**src/rtl/acc_sequencer.sv**
```systemverilog
// Accumulator and LOAD/ADD/SUB/MUL sequencer wrapped around an external WIDTH-bit ripple-carry adder.
// Define ACC_SAT_EN to replace modulo wrap-around with saturating arithmetic.
module acc_sequencer #(
  parameter int WIDTH = 3,
  parameter int OP_W  = 2
) (
  input  logic             clk,
  input  logic             rst,
  input  logic             in_valid,
  output logic             in_ready,
  input  logic [OP_W-1:0]  op,
  input  logic [WIDTH-1:0] operand,
  output logic [WIDTH-1:0] add_a,
  output logic [WIDTH-1:0] add_b,
  output logic             add_cin,
  input  logic [WIDTH-1:0] add_s,
  output logic [WIDTH-1:0] acc,
  output logic             carry,
  output logic             zero,
  output logic             done
);

  typedef enum logic [1:0] {S_IDLE, S_EXEC, S_MUL, S_DONE} state_t;

  localparam logic [OP_W-1:0] OP_LOAD = OP_W'(0);
  localparam logic [OP_W-1:0] OP_ADD  = OP_W'(1);
  localparam logic [OP_W-1:0] OP_SUB  = OP_W'(2);
  localparam logic [OP_W-1:0] OP_MUL  = OP_W'(3);

  state_t           state;
  logic [OP_W-1:0]  op_q;
  logic [WIDTH-1:0] opd_q;
  logic [WIDTH-1:0] base_q;
  logic [WIDTH-1:0] cnt_q;

  logic             c_loc;
  logic             sticky;
  logic [WIDTH-1:0] sum_up;
  logic [WIDTH-1:0] sum_dn;
  logic [WIDTH-1:0] acc_nxt;
  logic             carry_nxt;

`ifdef ACC_SAT_EN
  function automatic logic [WIDTH-1:0] sat_ovf(input logic [WIDTH-1:0] s, input logic ovf);
    return ovf ? '1 : s;
  endfunction

  function automatic logic [WIDTH-1:0] sat_borrow(input logic [WIDTH-1:0] s, input logic no_borrow);
    return no_borrow ? s : '0;
  endfunction
`endif

  assign in_ready = (state == S_IDLE) && !rst;

  always_comb begin
    add_a   = acc;
    add_b   = '0;
    add_cin = 1'b0;
    case (state)
      S_EXEC: begin
        if (op_q == OP_ADD) begin
          add_b = opd_q;
        end else if (op_q == OP_SUB) begin
          add_b   = ~opd_q;
          add_cin = 1'b1;
        end
      end
      S_MUL:   add_b = base_q;
      default: ;
    endcase
  end

  // Carry out of the MSB rebuilt from the MSB operands and sum; the adder's cout is not wired back.
  assign c_loc  = (add_a[WIDTH-1] & add_b[WIDTH-1]) |
                  ((add_a[WIDTH-1] ^ add_b[WIDTH-1]) & ~add_s[WIDTH-1]);
  assign sticky = (state == S_MUL) ? (carry | c_loc) : c_loc;

`ifdef ACC_SAT_EN
  assign sum_up = sat_ovf(add_s, sticky);
  assign sum_dn = sat_borrow(add_s, c_loc);
`else
  assign sum_up = add_s;
  assign sum_dn = add_s;
`endif

  always_comb begin
    acc_nxt   = acc;
    carry_nxt = carry;
    case (state)
      S_EXEC: begin
        case (op_q)
          OP_LOAD: begin
            acc_nxt   = opd_q;
            carry_nxt = 1'b0;
          end
          OP_ADD: begin
            acc_nxt   = sum_up;
            carry_nxt = c_loc;
          end
          OP_SUB: begin
            acc_nxt   = sum_dn;
            carry_nxt = c_loc;
          end
          default: begin
            acc_nxt   = '0;
            carry_nxt = 1'b0;
          end
        endcase
      end
      S_MUL: begin
        acc_nxt   = sum_up;
        carry_nxt = sticky;
      end
      default: ;
    endcase
  end

  always_ff @(posedge clk or posedge rst) begin
    if (rst) begin
      state  <= S_IDLE;
      op_q   <= '0;
      opd_q  <= '0;
      base_q <= '0;
      cnt_q  <= '0;
      acc    <= '0;
      carry  <= 1'b0;
      zero   <= 1'b1;
      done   <= 1'b0;
    end else begin
      done <= 1'b0;
      case (state)
        S_IDLE: begin
          if (in_valid && in_ready) begin
            op_q  <= op;
            opd_q <= operand;
            state <= S_EXEC;
          end
        end
        S_EXEC: begin
          acc   <= acc_nxt;
          carry <= carry_nxt;
          zero  <= (acc_nxt == '0);
          if (op_q == OP_MUL && opd_q != '0) begin
            base_q <= acc;
            cnt_q  <= opd_q;
            state  <= S_MUL;
          end else begin
            state <= S_DONE;
            done  <= 1'b1;
          end
        end
        S_MUL: begin
          acc   <= acc_nxt;
          carry <= carry_nxt;
          zero  <= (acc_nxt == '0);
          cnt_q <= cnt_q - WIDTH'(1);
          if (cnt_q == WIDTH'(1)) begin
            state <= S_DONE;
            done  <= 1'b1;
          end
        end
        default: state <= S_IDLE;
      endcase
    end
  end

endmodule
```
**config.mk**
```make
export PLATFORM = sky130hd
export DESIGN_NAME = acc_sequencer
export DESIGN_NICKNAME = d
export VERILOG_FILES = /design/src/rtl/acc_sequencer.sv
export SDC_FILE = /design/constraint.sdc
export NUM_CORES = 1
export LEC_CHECK = 0
export ABC_CLOCK_PERIOD_IN_PS = 1930
export CAP_MARGIN = 25
export CORE_MARGIN = 1.5
export CORE_UTILIZATION = 50
export CTS_BUF_LIST = sky130_fd_sc_hd__clkbuf_4 sky130_fd_sc_hd__clkbuf_8
export CTS_CLUSTER_DIAMETER = 80
export CTS_CLUSTER_SIZE = 10
export DETAILED_ROUTE_END_ITERATION = 10
export PLACE_DENSITY = 0.78
export SYNTH_ARGS = -nofsm -noshare
export SYNTH_HDL_FRONTEND = slang
export SYNTH_SLANG_ARGS = --single-unit
export TNS_END_PERCENT = 1
```
**constraint.sdc**
```tcl
create_clock -name clk -period 1.93 [get_ports clk]
set_input_delay 0.4825 -clock clk [delete_from_list [all_inputs] [get_ports clk]]
set_output_delay 0.4825 -clock clk [all_outputs]
set_load 0.02 [all_outputs]
```
==> Implementation_results.wiki <==
{| class="wikitable"
! Metric !! Value
|-
| Total clock buffers created by CTS || 3
|-
| Largest voltage drop on the vdd net || 1080 µV
|-
| Crit Path Category || reg -> out
|-
| CTS Root Buffer Type || sky130_fd_sc_hd__clkbuf_4
|-
| Die area || 2740 µm²
|-
| Core region area || 2250 µm²
|-
| EDFF count, synth || 0
|-
| Worst path buffer plus inverter count || 2
|-
| Ratio of routed vias to standard cells || 5.56
|-
| Maximum fanout along the worst path || 4
|-
| Synth area leader || sky130_fd_sc_hd__dfrtp_1
|-
| Fraction of final layout cells sized beyond drive strength 1 || 0.306
|-
| Relative slew margins || 0.704
|-
| Maximum number of pins on one net before global-route repair || 15
|-
| Worst Max-Slew Pin Slew || 0.444 ns
|-
| Row Count || 17
|-
| Worst setup margin || -0.130 ns
|-
| Final weighted congestion in routability-driven placement || 0.855
|-
| Path type of the worst min-delay path || reg -> reg
|-
| H-Tree Depth || 1
|-
| Arrival time at the worst endpoint || 1.58 ns
|-
| Final setup violation count || 3
|-
| Clock-pin transition on the worst setup and hold timing paths || 0.11 ns
|-
| Die boundary height || 52.3 µm
|-
| Insertion delay to the later sink of the worst-skew pair || 0.30 ns
|-
| Via count of the first global-routing pass || 1,069
|-
| Synth Flop Type || sky130_fd_sc_hd__dfrtp_1
|-
| Hold buffer count at cts || 0
|-
| Leakage power figure || 0.771 nW
|-
| Setup Skew || 0.00249 ns
|-
| Portion of the post-synthesis area used by sequential elements || 0.392
|-
| Layout Nets || 183
|-
| Total detailed-routing wirelength || 2.80 mm
|-
| Top delay family on crit path || flip-flops
|-
| Antenna violation net count after detailed routing || 0
|-
| Startpoint types || flop
|-
| I/O Buffers || 24
|-
| Crit share post-route || 1.07
|-
| Total count of hold-check failures in the final report || 0
|-
| Antenna violations before repair || 0
|-
| Mean instance size in the synthesized netlist || 10.2 µm²
|-
| First-pass iteration count of the detailed router || 4
|-
| Horizontal extent of the die || 52.3 µm
|-
| Clock tree from TritonCTS || built
|-
| R2r setup slk || 0.11 ns
|-
| Worst Setup End Kind || primary output
|-
| Count of synthesis-stage warnings from yosys || 0
|-
| Largest stage delay on the critical path || 0.46 ns
|-
| Power Density || 1820 nW/µm²
|-
| Global-route wire length before repair || 4.65 mm
|-
| Non-filler cells in the finished layout || 188
|-
| Net count after synthesis || 141
|-
| Initial DRC count || 37
|-
| Violated checks || negative setup slack
|-
| Time the worst path needs with I/O delays and setup || 2.06 ns
|-
| Synthesized cell area || 1220 µm²
|-
| Proportion of register bits with asynchronous set or reset after synthesis || 1.00
|-
| Crit path cell chain || inv_2 -> ha_4 -> nor3b_4 -> o21ai_2 -> a21oi_2 -> buf_6
|-
| Starting Density || 0.539
|-
| Synthesis-stage register bit count || 19
|-
| Top-level I/O count || 25
|-
| RSZ-0062 raised after global routing || true
|-
| Antenna fix cells || 0
|-
| Maximum count of clock buffers along a single path || 2
|-
| Synthesized instance count || 119
|-
| Leftover overflow at the end of global routing || 0
|-
| Average wire length per cell after detail routing || 14.9 µm
|-
| Crit path required time || 1.45 ns
|-
| Remaining design rule violation count || 0
|-
| Number of maximum-capacitance violations || 0
|-
| Global Route Usage Sum || 0.231
|-
| Placed Cells || 182
|-
| Sinks on Clock Net || 19
|-
| Area growth from synthesis to layout || 39.3%
|-
| Distinct cells, synth || 35
|-
| Result of the run || finished, violations left
|-
| Highest clock rate || 485 MHz
|-
| Fraction of synthesized cell area taken by the top area cell type || 0.370
|-
| Fin Setup TNS || -0.352 ns
|-
| Final-report max-slew violation count || 0
|-
| Total vias in the final route || 1,046
|-
| Cell types occupying the most area after synthesis || sky130_fd_sc_hd__dfrtp_1 (37%), sky130_fd_sc_hd__ha_1 (11%), sky130_fd_sc_hd__mux2_1 (7.4%)
|-
| Hpwl dp || 2.10 mm
|-
| Max stage delay cell, worst path || sky130_fd_sc_hd__dfrtp_2
|}
[where the power goes]
group          switching, mW  leakage [nW]  internal [mW]
clock                  0.130        0.0177         0.0773
sequential             0.171         0.230          0.608
combinational           1.03         0.523           1.06
[stage by stage]
step	area, µm²	utilization	setup WS, ns	total power [mW]	hold slack, ns
after CTS	1670	0.740	-0.0954	3.03	0.513
after global placement	1590	0.705	-0.288	2.65	0.475
after global routing	1690	0.751	-0.203	3.30	0.516
after floorplan	1220	-	0.0200	1.99	0.433
after detailed placement	1590	0.705	-0.321	2.72	0.486
final	1690	0.751	-0.130	3.08	0.511
[area by class of cell]
class                           instances  area (µm²)
Sequential cell                        19         478
Tap cell                               28        35.0
Clock buffer                            3        22.5
Inverter                               10        37.5
Timing Repair Buffer                   44         384
Clock inverter                          1        5.00
Fill cell                             170         561
Multi-Input combinational cell         83         732
[kinds of logic after synthesis]
group,after synthesis,share of synthesized area
fa+ha+maj,11,0.113
simple gates,28,0.129
mux,10,0.0946
compound gates,34,0.207
buf+inv,17,0.0648
flops,19,0.392
[final timing paths]
| check | depth (start not counted) | from | end |
|---|---|---|---|
| max in group asynchronous | 3 | rst | op_q[0] |
| worst min register to register | 1 | base_q[1] | base_q[1] |
| worst max-delay path | 6 | op_q[0] | add_b[2] |
| min in group asynchronous | 2 | rst | state[1] |
| worst max register to register | 9 | op_q[1] | carry |
| worst min-delay path | 1 | base_q[1] | base_q[1] |
[synth_stat cells (2+ instances only)]
cell type,count
sky130_fd_sc_hd__mux2_1,8
sky130_fd_sc_hd__buf_4,3
sky130_fd_sc_hd__a22o_1,3
sky130_fd_sc_hd__o21ai_1,6
sky130_fd_sc_hd__ha_1,11
sky130_fd_sc_hd__nand2b_1,2
sky130_fd_sc_hd__nor2b_1,3
sky130_fd_sc_hd__o21a_1,2
sky130_fd_sc_hd__nor3b_1,4
sky130_fd_sc_hd__and2_1,5
sky130_fd_sc_hd__nor2_1,4
sky130_fd_sc_hd__inv_1,9
sky130_fd_sc_hd__nand2_1,6
sky130_fd_sc_hd__dfrtp_1,18
sky130_fd_sc_hd__nand3_1,2
sky130_fd_sc_hd__a21oi_1,9
sky130_fd_sc_hd__a22oi_1,4
sky130_fd_sc_hd__buf_2,3
[sequential cells by signal, summed over array words and instances (netlist names), 2 cells and up]
register,count
opd_q,3
state,2
base_q,3
op_q,2
acc,3
cnt_q,3
[layer usage]
metal / share of wire / vias up / track usage
li1: - / 501 / -
met1: 0.45 / 506 / 0.297
met2: 0.49 / 35 / 0.383
met3: 0.047 / 4 / 0.0400
met4: 0.011 / 0 / 0.0940
met5: 0 / - / 0
[cells in the final DEF, fill, tap and decap left out, drive strengths merged, types with 2 or more instances in the layout]
cell | synthesis | final
buf | 6 | 25
dfrtp | 18 | 18
clkdlybuf4s50 | 0 | 17
ha | 11 | 11
inv | 10 | 10
mux2 | 9 | 9
a21oi | 9 | 9
o21ai | 7 | 7
nand2 | 6 | 6
and2 | 5 | 5
a22oi | 4 | 4
nor2 | 4 | 4
nor3b | 4 | 4
a22o | 3 | 3
clkbuf | 1 | 3
nor2b | 3 | 3
nand2b | 2 | 2
o21a | 2 | 2
nand3 | 2 | 2
[what timing repair did]
item / 4_1_cts / 5_1_grt
gates resized for setup: 39 / 6
setup buffers: 1 / 1
pin swaps: 6 / 2
gates cloned: 0 / 0
setup endpoints to repair: 6 / 6
(Power assumes the default switching activity.)
